===== src/rtl/rs_pkg.sv =====
// Shared definitions for the RS(15,11) decode sequencer: symbol geometry,
// counter widths and the backend state encoding.
package rs_pkg;

    localparam int SYM_W     = 4;
    localparam int N_SYM     = 15;
    localparam int SYM_CNT_W = 4;
    localparam int FRAME_W   = 8;

    typedef enum logic [1:0] {
        IDLE  = 2'd0,
        START = 2'd1,
        RUN   = 2'd2,
        DRAIN = 2'd3
    } be_state_e;

endpackage


===== src/rtl/rs_symbol_counter.sv =====
// Position of the incoming symbol within its codeword; wraps after the last
// symbol and flags the first/last positions for the sequencer.
module rs_symbol_counter
    import rs_pkg::*;
#(
    parameter int N_SYM = rs_pkg::N_SYM
) (
    input  logic clk,
    input  logic rst_n,
    input  logic advance_i,
    output logic first_o,
    output logic last_o
);

    localparam logic [SYM_CNT_W-1:0] CNT_LAST = SYM_CNT_W'(N_SYM - 1);

    logic [SYM_CNT_W-1:0] cnt_q;
    logic [SYM_CNT_W-1:0] cnt_d;

    always_comb begin
        cnt_d = cnt_q;
        if (advance_i) begin
            cnt_d = last_o ? '0 : cnt_q + 1'b1;
        end
    end

    // NOTE: state registers use non-blocking assignments so every flop samples
    // the pre-edge value of every other flop, independent of statement order.
    always_ff @(posedge clk or negedge rst_n) begin
        if (!rst_n) begin
            cnt_q <= '0;
        end else begin
            cnt_q <= cnt_d;
        end
    end

    assign first_o = (cnt_q == '0);
    assign last_o  = (cnt_q == CNT_LAST);

endmodule


===== src/rtl/rs_decode_sequencer.sv =====
// Control sequencer for an RS(15,11) decoder: steers the syndrome stage, kicks
// the Euclid solver under a watchdog, then drains one corrected codeword.
module rs_decode_sequencer
    import rs_pkg::*;
#(
    parameter int N_SYM          = rs_pkg::N_SYM,
    parameter int EUCLID_TIMEOUT = 63
) (
    input  logic               CLK,
    input  logic               RESET_N,
    input  logic               in_valid,
    output logic               in_ready,
    output logic               syn_en,
    output logic               syn_clear,
    output logic               syn_capture,
    output logic               euclid_start,
    input  logic               euclid_finished,
    output logic               errpos_control,
    output logic               out_valid,
    output logic               out_sof,
    output logic               out_eof,
    output logic               timeout_err,
    output logic [FRAME_W-1:0] frames_in,
    output logic [FRAME_W-1:0] frames_out
);

    localparam int WD_W = $clog2(EUCLID_TIMEOUT + 1);
    // Abort is decided on the cycle the watchdog would step onto EUCLID_TIMEOUT.
    localparam logic [WD_W-1:0]      WD_LAST    = WD_W'(EUCLID_TIMEOUT - 1);
    localparam logic [SYM_CNT_W-1:0] DRAIN_LAST = SYM_CNT_W'(N_SYM - 1);

    be_state_e            state_q, state_d;
    logic [WD_W-1:0]      wd_q, wd_d;
    logic [SYM_CNT_W-1:0] dcnt_q, dcnt_d;
    logic [FRAME_W-1:0]   frames_in_q, frames_in_d;
    logic [FRAME_W-1:0]   frames_out_q, frames_out_d;
    logic                 euclid_start_q, euclid_start_d;
    logic                 out_valid_q, out_valid_d;
    logic                 out_sof_q, out_sof_d;
    logic                 out_eof_q, out_eof_d;
    logic                 timeout_err_q, timeout_err_d;
    logic                 sym_first, sym_last, transfer;

    rs_symbol_counter #(
        .N_SYM(N_SYM)
    ) u_sym_cnt (
        .clk      (CLK),
        .rst_n    (RESET_N),
        .advance_i(transfer),
        .first_o  (sym_first),
        .last_o   (sym_last)
    );

    // Only the final symbol is held back; earlier symbols overlap the backend.
    assign in_ready    = !(sym_last && (state_q != IDLE));
    assign transfer    = in_valid && in_ready;
    assign syn_en      = transfer;
    assign syn_clear   = transfer && sym_first;
    assign syn_capture = transfer && sym_last;

    // NOTE: every signal assigned in a combinational block gets a default first,
    // so no path leaves it unassigned and no latch is inferred.
    always_comb begin
        state_d = state_q;
        wd_d    = wd_q;
        dcnt_d  = dcnt_q;
        unique case (state_q)
            IDLE: begin
                if (syn_capture) state_d = START;
            end
            START: begin
                state_d = RUN;
                wd_d    = '0;
            end
            RUN: begin
                if (euclid_finished) begin
                    state_d = DRAIN;
                    dcnt_d  = '0;
                end else if (wd_q == WD_LAST) begin
                    state_d = IDLE;
                end else begin
                    wd_d = wd_q + 1'b1;
                end
            end
            DRAIN: begin
                if (dcnt_q == DRAIN_LAST) state_d = IDLE;
                else                      dcnt_d  = dcnt_q + 1'b1;
            end
            default: state_d = IDLE;
        endcase
    end

    // Outputs are decoded from next state so their flops line up with state_q.
    always_comb begin
        euclid_start_d = (state_d == START);
        out_valid_d    = (state_d == DRAIN);
        out_sof_d      = (state_d == DRAIN) && (dcnt_d == '0);
        out_eof_d      = (state_d == DRAIN) && (dcnt_d == DRAIN_LAST);
        timeout_err_d  = (state_q == RUN) && (state_d == IDLE);
        frames_in_d    = frames_in_q + FRAME_W'(syn_capture);
        frames_out_d   = frames_out_q + FRAME_W'(out_eof_d);
    end

    // NOTE: every flop here, counters and output pulses alike, takes the async
    // reset so a partially sequenced codeword cannot leak out after reset.
    always_ff @(posedge CLK or negedge RESET_N) begin
        if (!RESET_N) begin
            state_q        <= IDLE;
            wd_q           <= '0;
            dcnt_q         <= '0;
            frames_in_q    <= '0;
            frames_out_q   <= '0;
            euclid_start_q <= 1'b0;
            out_valid_q    <= 1'b0;
            out_sof_q      <= 1'b0;
            out_eof_q      <= 1'b0;
            timeout_err_q  <= 1'b0;
        end else begin
            state_q        <= state_d;
            wd_q           <= wd_d;
            dcnt_q         <= dcnt_d;
            frames_in_q    <= frames_in_d;
            frames_out_q   <= frames_out_d;
            euclid_start_q <= euclid_start_d;
            out_valid_q    <= out_valid_d;
            out_sof_q      <= out_sof_d;
            out_eof_q      <= out_eof_d;
            timeout_err_q  <= timeout_err_d;
        end
    end

    assign euclid_start   = euclid_start_q;
    assign errpos_control = out_valid_q;
    assign out_valid      = out_valid_q;
    assign out_sof        = out_sof_q;
    assign out_eof        = out_eof_q;
    assign timeout_err    = timeout_err_q;
    assign frames_in      = frames_in_q;
    assign frames_out     = frames_out_q;

endmodule


===== config.mk =====
export PLATFORM = sky130hd
export DESIGN_NAME = rs_decode_sequencer
export DESIGN_NICKNAME = d
export VERILOG_FILES = /design/src/rtl/rs_pkg.sv /design/src/rtl/rs_symbol_counter.sv /design/src/rtl/rs_decode_sequencer.sv
export SDC_FILE = /design/constraint.sdc
export NUM_CORES = 1
export LEC_CHECK = 0
export CAP_MARGIN = 40
export CORE_UTILIZATION = 52
export CTS_CLUSTER_DIAMETER = 150
export DETAILED_ROUTE_END_ITERATION = 12
export PLACE_DENSITY_LB_ADDON = 0.1
export SYNTH_ARGS = -nofsm -noshare
export SYNTH_HDL_FRONTEND = slang
export SYNTH_SLANG_ARGS = --single-unit

===== constraint.sdc =====
create_clock -name CLK -period 2.6 [get_ports CLK]
set_input_delay 0.52 -clock CLK [delete_from_list [all_inputs] [get_ports CLK]]
set_output_delay 0.52 -clock CLK [all_outputs]
set_load 0.02 [all_outputs]

==> flow_summary.toml, run 1 <==
[run_status]
status = "finished clean"

[worst_setup_path]
r2r_cells = 11
timing.rr.end = "frames_out[7]"
critical_path.max_stage_delay_ps = 660
path_class = "in2out"
r2r_slack_ps = 230
path_cells = "clkdlybuf4s50_1 > nand2_1 > nor4_1 > clkdlybuf4s50_1"
timing.rr.start = "dcnt_q[0]"
arrival_ps = 1970
crit_required_ps = 2080
cp-start-kind = "primary input"
cp_common_cell = "clkdlybuf4s50_1"
worst_path_max_delay_cell = "clkdlybuf4s50_1"
crit_buf_inv = 2
critPathTopFamily = "buffers and inverters"
critPathCaptureType = "output port"
worstPathMaxFanout = 3

[floorplan]
core_area_mm2 = 0.003153
die_w_um = 60.68
start_util_pct = 56.79
die_y_um = 60.68
ios = 30
die_area_mm2 = 0.003682
row_count = 20

[yosys]
synth-compound-area-share_pct = 11.67
synthMuxAreaShare_pct = 0
yosysTopAreaCell = "dfrtp_1"
synthAdderAreaFrac_pct = 5.590
synth_xor_area_share_pct = 6.359
ys_types = 44
synthFlopType = "dfrtp_1"
syn-num-nets = 178
synthSimpleGateAreaFrac_pct = 21.45
synth_top_family_by_area = "simple AND/OR/NAND/NOR gates"
avgSynthCellArea_um2 = 10.79
synth_area_leaders = "dfrtp_1 52%, ha_1 5.6%, nand3_1 5.0%"
synth_top_area_share_pct = 51.71
synth_area_mm2 = 0.001790
async_flop_share_pct = 100.0
seq_area_frac_synth_pct = 51.71
syn_inst = 166
synth_most_common_cell = "dfrtp_1"
ys_warn_count = 0
ys_seq_elements = 37
synthTopCellsByCount = "37 x dfrtp_1, 18 x nand3_1, 14 x nand2_1"
synth_edf_count = 0

[layout]
nets = 223
final_area_mm2 = 0.002267
n_antenna_cell = 0
utilization_pct = 71.90
fill_cells = 243
drive_above_1_share_pct = 16.51
area_growth_syn_to_layout_pct = 26.62
layout.cells.non_filler = 256

[clocking]
clk-insertion-delay-late_ps = 340
clock_tree.buffer_depth = 2
numCtsBuffers = 5
root_buffer = "clkbuf_4"
tritoncts = "built"
clk_pin_slew_ps = 120
cts_sinks = 37
cts_hold_buf = 0
htree_levels = 2

[detailed_routing]
drt_pass1_iterations = 4
dr_total_vias = 1478
route.detailed.drc = 0
via_per_inst = 5.773
finalWirelength_mm = 3.578
detail_route.iter0.violations = 128
wl_per_cell_um = 13.98
drtAntennaViolNets = 0

[grt]
grt-ovfl-total = 0
first_global_vias = 1344
met2_usage_pct = 38.15
grt-busiest-layer = "met2"
grt_max_degree = 38
track_usage_pct = 22.41
grt_pass1_wl_mm = 5.961
use_met3_pct = 3.838
antenna_found_initial = 0
met1_usage_pct = 27.64

[placement]
io_buffer_count = 29
post-dp-hpwl_mm = 2.584
pre_cts_ws_ps = -6.296
place_area_mm2 = 0.002168
post-place-cells = 243
gp_congestion = 0.9716

[hold_path]
min_from = "frames_out[7]"
whs_endpoint = "frames_out[7]"
hold_path_class = "reg2reg"
hold_depth = 1

[timing]
finalSetupTns_ps = 0
hold_viol = 0
period_share_pct = 95.90
hold_ws_ps = 485.6
post-route-min-period_ps = 2493
relSlewSlack_pct = 69.63
finalClockSkew_ps = 11.40
tightest_slew_ps = 455.6
setup_viol = 0
max_freq_mhz = 401.1
timing.final.ws_setup_ps = 106.7
drv_slew = 0

[power]
vdd_drop_max_uv = 601.6
p_per_area_mw_per_mm2 = 857.8
power_mw = 1.945
power.leakage_nw = 1.039

[run]
timing.max_cap.violations = 0
## report_power, final
part / switching [mW] / leakage, nW / internal (mW)
registers: 0.178 / 0.484 / 0.708
clock network: 0.194 / 0.0310 / 0.102
logic: 0.413 / 0.524 / 0.350
## per-layer routing
| layer | vias to the layer above | routed length (um) |
|---|---|---|
| li1 | 691 | - |
| met1 | 735 | 1544 |
| met2 | 47 | 1827 |
| met3 | 5 | 146 |
| met4 | 0 | 61 |
| met5 | - | 0 |
## kinds of logic (layout without fill, tap and decap cells)
family          count (synthesis)  in the layout
fa+ha+maj                       8              8
compound gates                 30             30
simple gates                   67             67
flops                          37             37
xor+xnor                       13             13
buf+inv                        11             57
## final cells by class
class                   count  area [um^2]  share of cell area (%)
flip-flops and latches     37        930.9                   41.06
multi-input cells         118        807.0                   35.60
repair buffers             43        396.6                   17.49
well taps                  44        55.05                   2.428
clock buffers               5        37.54                   1.656
inverters                   6        22.52                  0.9934
clock inverters             3        17.52                  0.7726
## state kept, by name (all words and copies together) (netlist names)
signal / cells
euclid_start: 1
frames_out: 8
wd_q: 6
errpos_control: 1
timeout_err: 1
state_q: 2
frames_in: 8
u_sym_cnt.cnt_q: 4
dcnt_q: 4
out_eof: 1
out_sof: 1
## cells in the final DEF (no fill, tap or decap), types with 3 or more instances in the layout
| cell type | count |
|---|---|
| ha_1 | 8 |
| dfrtp_1 | 33 |
| inv_1 | 6 |
| o21ai_0 | 5 |
| xor2_1 | 5 |
| nor3_1 | 4 |
| nand3_1 | 18 |
| nor4_1 | 3 |
| buf_4 | 14 |
| clkbuf_4 | 5 |
| nor2_1 | 6 |
| a21oi_1 | 8 |
| clkdlybuf4s50_1 | 27 |
| xnor2_1 | 8 |
| nand2_1 | 14 |
| or2_1 | 3 |
| dfrtp_2 | 4 |
| a31oi_1 | 5 |
## worst max-delay path by stage
stage	start	endpoint	depth (start not counted)
after CTS	u_sym_cnt.cnt_q[1]	syn_en	4
after global routing	dcnt_q[0]	frames_out[6]	11
after detailed placement	euclid_finished	frames_out[7]	10
after global placement	euclid_finished	frames_out[7]	10
after floorplan	in_valid	frames_in[6]	8
final	in_valid	syn_clear	4
## timing repair
item                       CTS  global route
setup endpoints to repair    2             2
buffers inserted             0             5
gates resized for setup      3             3
Power figures use the tool's default switching activity.
==> run 2: changes to the inputs <==
Settings changed: SKIP_CTS_REPAIR_TIMING set to 1.
==> run 2 against run 1 <==
Effect of this change: utilization is 0.60 points lower; largest power group unchanged; die area unchanged; sequential share of layout area increased by 0.34 points; sequential power is 2.8% higher.
==> flow_summary.toml, run 2 (synthesis gave the netlist of run 1 again) <==
[worst_setup_path]
timing.rr.end = "frames_out[7]"
worstPathMaxFanout = 3
worst_path_max_delay_cell = "clkdlybuf4s50_1"
critPathTopFamily = "buffers and inverters"
cp_common_cell = "clkdlybuf4s50_1"
r2r_slack_ps = 270
timing.rr.start = "dcnt_q[0]"
path_cells = "clkdlybuf4s50_1 > nand2_1 > nor4_1 > clkdlybuf4s50_1"
r2r_cells = 11
arrival_ps = 1980
crit_required_ps = 2080
cp-start-kind = "primary input"
path_class = "in2out"
crit_buf_inv = 2
critPathCaptureType = "output port"
critical_path.max_stage_delay_ps = 660

[power]
pwr-share-clk_pct = 15.6
comb_power_share_pct = 36.7
vdd_drop_max_uv = 601.0
p_switching_mw = 0.7752
internal-power_mw = 1.131
seqPwrFrac_pct = 47.8
power.leakage_nw = 1.038
switching_share_pct = 40.66
p_per_area_mw_per_mm2 = 847.9

[timing]
period_share_pct = 96.02
drv_slew = 0
setup_viol = 0
relSlewSlack_pct = 69.54
rsz0062_at_grt = "no"
tightest_slew_ps = 456.9
post-route-min-period_ps = 2496
finalClockSkew_ps = 11.43
hold_ws_ps = 485.8
hold_viol = 0
max_freq_mhz = 400.6

[grt]
first_global_vias = 1344
grt-ovfl-total = 0
grt_pass1_wl_mm = 5.961
grt_max_degree = 38
antenna_found_initial = 0
track_usage_pct = 22.41

[detailed_routing]
route.detailed.drc = 0
dr_total_vias = 1466
drtAntennaViolNets = 0
detail_route.iter0.violations = 111
finalWirelength_mm = 3.524
via_per_inst = 5.794
drt_pass1_iterations = 4
wl_per_cell_um = 13.93

[placement]
io_buffer_count = 29
post-dp-hpwl_mm = 2.584
gp_congestion = 0.9716
post-place-cells = 243
place_area_mm2 = 0.002168

[clocking]
clk_pin_slew_ps = 120
numCtsBuffers = 5
cts_sinks = 37
htree_levels = 2
tritoncts = "built"
clock_tree.buffer_depth = 2
clk-insertion-delay-late_ps = 340
root_buffer = "clkbuf_4"

[run_status]
status = "finished clean"

[hold_path]
whs_endpoint = "frames_out[7]"
hold_depth = 1
min_from = "frames_out[7]"
hold_path_class = "reg2reg"

[layout]
final_common_cell = "dfrtp_1"
area_growth_syn_to_layout_pct = 25.58
n_antenna_cell = 0
drive_above_1_share_pct = 15.31
fill_cells = 243
nets = 220
final_cell_mix = "33 x dfrtp_1, 27 x clkdlybuf4s50_1, 18 x nand3_1"
layout.cells.non_filler = 253
regArea_um2 = 930.9
multi_input_area_um2 = 807.0
final_area_mm2 = 0.002248

[floorplan]
die_w_um = 60.68
die_area_mm2 = 0.003682
core_area_mm2 = 0.003153
start_util_pct = 56.79
ios = 30
row_count = 20
die_y_um = 60.68

[run]
timing.max_cap.violations = 0
## run 2: cell count changes in the layout (fill, tap and decap cells not counted)
cell            previous run  this run
dlygate4sd2_1              1         0
dlymetal6s2s_1             1         2
o21ai_1                    1         2
o21ai_0                    5         4
buf_4                     14        11
## run 2: routing by layer
metal  share of wire (%)  global-route usage, %
met1                  44                  27.64
met2                  51                  38.15
met3                 3.3                  3.838
met4                 1.4                  11.04
met5                   0                      0
## run 2: through the flow
stage / setup TNS (ps) / setup slack (ps) / util (%) / power, mW
after CTS: -149.9 / -109.9 / 70.52 / 1.880
after floorplan: 0 / 222.6 / - / 1.333
after global placement: 0 / 51.60 / 68.77 / 1.551
final: 0 / 103.6 / 71.31 / 1.906
after global routing: 0 / 39.82 / 71.31 / 2.033
after detailed placement: -6.296 / -6.296 / 68.77 / 1.585
## run 2: power by group through the flow
stage	Combinational [mW]	Clock [mW]	Sequential (mW)
floorplan	0.448	0	0.885
global placement	0.647	0	0.904
detailed placement	0.674	0	0.912
CTS	0.673	0.306	0.901
global route	0.774	0.326	0.933
finish	0.699	0.297	0.911
## run 2: area by class of cell
type / instances / area share (%)
Clock buffer: 5 / 1.669
Clock inverter: 3 / 0.7791
Inverter: 6 / 1.002
Multi-Input combinational cell: 118 / 35.89
Sequential cell: 37 / 41.40
Tap cell: 44 / 2.449
Timing Repair Buffer: 40 / 16.81
## run 2: how the worst max path moves through the flow
stage	depth (start not counted)	from	to	slack (ps)
6_report	4	in_valid	syn_clear	100
5_1_grt	4	in_valid	syn_clear	40
4_1_cts	4	state_q[0]	syn_en	-110
3_5_place_dp	10	euclid_finished	frames_out[7]	-6
3_3_place_gp	10	euclid_finished	frames_out[7]	50
2_1_floorplan	8	in_valid	frames_in[6]	220
==> run 3: changes to the inputs <==
Settings changed: GPL_TIMING_DRIVEN set to 0.
==> run 3 against run 2 <==
Effect of this change: maximum frequency increased by 3.4%; first-iteration DRC count shrank 28%; combinational power increased by 2%; design area is 1.2% lower; highest routed layer unchanged; worst hold slack lost 250 ps; non-clock buffer count down 7; global-route usage decreased by 0.92 points; register-to-register slack got worse by 20 ps; critical path type is now in2reg; die area is the same.
==> flow_summary.toml, run 3 (synthesis gave the netlist of run 1 again) <==
[detailed_routing]
detail_route.iter0.violations = 80
via_per_inst = 5.691
drtAntennaViolNets = 0
finalWirelength_mm = 3.373
dr_total_vias = 1400
route.detailed.drc = 0
drt_pass1_iterations = 5
wl_per_cell_um = 13.71

[clocking]
tritoncts = "built"
root_buffer = "clkbuf_4"
clock_tree.buffer_depth = 2
numCtsBuffers = 5
clk_pin_slew_ps = 110
cts_sinks = 37
clk-insertion-delay-late_ps = 340
htree_levels = 2

[timing]
hold_viol = 0
relSlewSlack_pct = 48.57
tightest_slew_ps = 771.4
drv_slew = 0
period_share_pct = 92.88
setup_viol = 0
finalSetupTns_ps = 0
timing.final.ws_setup_ps = 185.2
finalClockSkew_ps = 3.087
post-route-min-period_ps = 2415
max_freq_mhz = 414.1
rsz0062_at_grt = "no"

[floorplan]
die_w_um = 60.68
die_y_um = 60.68
core_area_mm2 = 0.003153
start_util_pct = 56.79
row_count = 20
ios = 30
die_area_mm2 = 0.003682

[worst_setup_path]
crit_required_ps = 2840
path_class = "in2reg"
r2r_slack_ps = 250
worstPathMaxFanout = 7
arrival_ps = 2650
timing.rr.start = "dcnt_q[0]"
timing.rr.end = "frames_out[7]"
cp-start-kind = "primary input"
critPathCaptureType = "flip-flop"
r2r_cells = 10

[placement]
post-place-cells = 238
post-dp-hpwl_mm = 2.460
pre_cts_ws_ps = -178.4
io_buffer_count = 28
gp_congestion = 0.8071

[grt]
grt_max_degree = 38
grt_pass1_wl_mm = 5.685
grt-ovfl-total = 0
first_global_vias = 1285
track_usage_pct = 21.49
antenna_found_initial = 0

[power]
vdd_drop_max_uv = 544.0
power.leakage_nw = 1.014
p_per_area_mw_per_mm2 = 902.2
power_mw = 2.005

[layout]
drive_above_1_share_pct = 13.37
final_common_cell = "dfrtp_1"
n_antenna_cell = 0
area_growth_syn_to_layout_pct = 24.11
nets = 213
final_cell_mix = "33 x dfrtp_1, 25 x clkdlybuf4s50_1, 18 x nand3_1"
layout.cells.non_filler = 246
utilization_pct = 70.48

[hold_path]
hold_path_class = "in2async"

[run_status]
status = "finished clean"

[run]
timing.max_cap.violations = 0
## run 3: worst max path at each step
stage	start	end	slack, ps
after global placement	euclid_finished	frames_out[7]	-110
after floorplan	in_valid	frames_in[6]	220
after CTS	state_q[0]	syn_capture	-50
after detailed placement	euclid_finished	frames_out[7]	-180
after global routing	dcnt_q[0]	frames_out[7]	40
final	euclid_finished	frames_out[7]	190
## run 3: per-layer routing
layer	part of all wire [%]	track usage (%)
met5	0	0
met3	4.4	6.397
met4	0.92	9.091
met1	43	26.40
met2	52	35.48
## run 3: final cells by class
cell class                      instances  area, um^2
Sequential cell                        37       930.9
Fill cell                             253       930.9
Multi-Input combinational cell        118       809.5
Timing Repair Buffer                   28       280.3
Tap cell                               44       55.05
Clock buffer                            6       51.30
Clock inverter                          2       37.54
Buffer                                  5       35.03
Inverter                                6       22.52
## run 3: metrics by stage
step | hold WS, ps | instance area (um^2)
detailed placement | 461.6 | 2121
finish | 239.1 | 2222
global route | 278.6 | 2222
global placement | 459.2 | 2126
floorplan | 224.4 | 1790
CTS | 258.5 | 2210
## run 3: power breakdown
part / internal [mW] / total [mW] / switching, mW
combinational: 0.305 / 0.713 / 0.408
sequential: 0.707 / 0.868 / 0.161
clock: 0.228 / 0.424 / 0.196
total: 1.24 / 2.00 / 0.764
## run 3: critical path, cell delays in order
cell	delay, ps
clkdlybuf4s50_1	520
nand3b_2	210
nand2_1	110
a31oi_4	210
and4_1	240
ha_1	200
and3_1	160
nand3_1	110
or2_1	250
xnor2_1	120
==> patch, RTL diff (settings of run 2) <==
Set the package constant `SYM_CNT_W` to 6 (it was 4).
--- a/src/rtl/rs_pkg.sv
+++ b/src/rtl/rs_pkg.sv
@@ -4,7 +4,7 @@
 
     localparam int SYM_W     = 4;
     localparam int N_SYM     = 15;
-    localparam int SYM_CNT_W = 4;
+    localparam int SYM_CNT_W = 6;
     localparam int FRAME_W   = 8;
 
     typedef enum logic [1:0] {
Function: same outputs for any inputs over 10 cycles, from zero or initial values and one cycle with RESET_N low; that may be too few to reach the edited logic, so the function may still have changed.
==> patch against run 2 <==
- the flow now finishes with violations (setup timing)
- worst setup slack lost 120 ps
- clock skew shrank 8.9 ps
- design area grew 18%
- sequential cell count grew 4
- wire length grew 9.3%
- largest cell class unchanged
- total power grew 20%
- critical path depth grew 7
- worst hold slack lost 370 ps
- critical endpoint is now frames_out[7]
- synthesized area grew 12%
- clock power grew 34%
==> patch: results (changes against run 2) <==
<table>
<tr><th>Metric</th><th>Value</th></tr>
<tr><th colspan="2">Run status</th></tr>
<tr><td>Outcome</td><td>finished, violations left</td></tr>
<tr><td>Violations in the final reports</td><td>setup timing</td></tr>
<tr><th colspan="2">Final layout</th></tr>
<tr><td>Share of layout cells above drive strength 1</td><td>0.2397 (+0.08656)</td></tr>
<tr><td>Final Util</td><td>0.7198 (+0.006715)</td></tr>
<tr><td>Number of fill cells</td><td>280 (+15%)</td></tr>
<tr><th colspan="2">Global route</th></tr>
<tr><td>Maximum number of pins on one net before global-route repair</td><td>30 (-21%)</td></tr>
<tr><td>First-pass GRT wire length</td><td>6699 µm (+12%)</td></tr>
<tr><td>Number of global-route vias before repair</td><td>1483 (+10%)</td></tr>
<tr><td>Met2 Usage GRT</td><td>0.3657 (-0.01578)</td></tr>
<tr><th colspan="2">Placed design</th></tr>
<tr><td>Worst-case setup slack after placement</td><td>-300.3 ps (-294.1 ps)</td></tr>
<tr><td>Post-DP HPWL</td><td>2891 µm (+12%)</td></tr>
<tr><td>GP Congestion</td><td>0.8572 (-12%)</td></tr>
<tr><td>Number of placed instances, taps included</td><td>281 (+16%)</td></tr>
<tr><td>Placed Area</td><td>0.002535 mm² (+17%)</td></tr>
<tr><th colspan="2">Synth</th></tr>
<tr><td>Number of library cell types mapped by synthesis</td><td>49 (+11%)</td></tr>
<tr><td>Share of the synthesized area in compound gates (AO/OA/AOI/OAI)</td><td>0.08255 (-0.03415)</td></tr>
<tr><td>Xor/xnor share of the synthesized area</td><td>0.07442 (+0.01083)</td></tr>
<tr><td>Adder-cell share of the synthesized area</td><td>0.06879 (+0.01289)</td></tr>
<tr><th colspan="2">Routing</th></tr>
<tr><td>Wire length on met1</td><td>1772 µm (+14%)</td></tr>
<tr><td>Length of routed met3 wiring</td><td>151 µm (+30%)</td></tr>
<tr><th colspan="2">Setup path</th></tr>
<tr><td>Category of the most critical setup path</td><td>flop to flop</td></tr>
<tr><td>Cell type group with the largest total delay on the critical path</td><td>simple AND/OR/NAND/NOR gates</td></tr>
<tr><td>CP Max Fanout</td><td>4 (+1)</td></tr>
<tr><td>Delay of the slowest cell on the worst path</td><td>410 ps (-250 ps)</td></tr>
<tr><th colspan="2">Timing</th></tr>
<tr><td>Relative slew margins</td><td>0.7804 (+0.08501)</td></tr>
<tr><td>Final sum of negative setup slack</td><td>-12.77 ps (-12.77 ps)</td></tr>
<tr><td>Final setup margin</td><td>-12.77 ps (-116.3 ps)</td></tr>
<tr><td>Final number of setup-violating endpoints</td><td>1 (+1)</td></tr>
<tr><th colspan="2">Power and ir drop</th></tr>
<tr><td>Leakage dissipation</td><td>1.314 nW (+27%)</td></tr>
<tr><td>Pwr Density</td><td>863.7 mW/mm² (+1.9%)</td></tr>
<tr><th colspan="2">Worst hold path</th></tr>
<tr><td>Worst Hold Class</td><td>primary input to asynchronous set/reset pin</td></tr>
</table>
[patch: cell count changes after synthesis, sizes merged, moves of 4 or more]
cell,before,now
a31oi,6,1
nand2,14,19
nand3,19,14
nor2,7,12
a21oi,8,4
dfrtp,37,41
[patch: area by class of cell]
class,count,share of cell area
clock buffers,6,0.02733
clock inverters,2,0.003770
inverters,9,0.01320
multi-input cells,128,0.3563
flip-flops and latches,41,0.3864
well taps,48,0.02262
repair buffers,56,0.1904
[patch: final timing paths]
check                           endpoint  slack (ps)
max                        frames_out[7]         -10
min                        frames_out[1]         120
max reg2reg                frames_out[7]         -10
min reg2reg                frames_out[7]         480
max in group asynchronous        wd_q[1]        2030
min in group CLK           frames_out[7]         480
[patch: cell families after synthesis]
group | after synthesis
mux | 2
flops | 41
simple gates | 75
buf+inv | 11
compound gates | 23
xor+xnor | 17
fa+ha+maj | 11
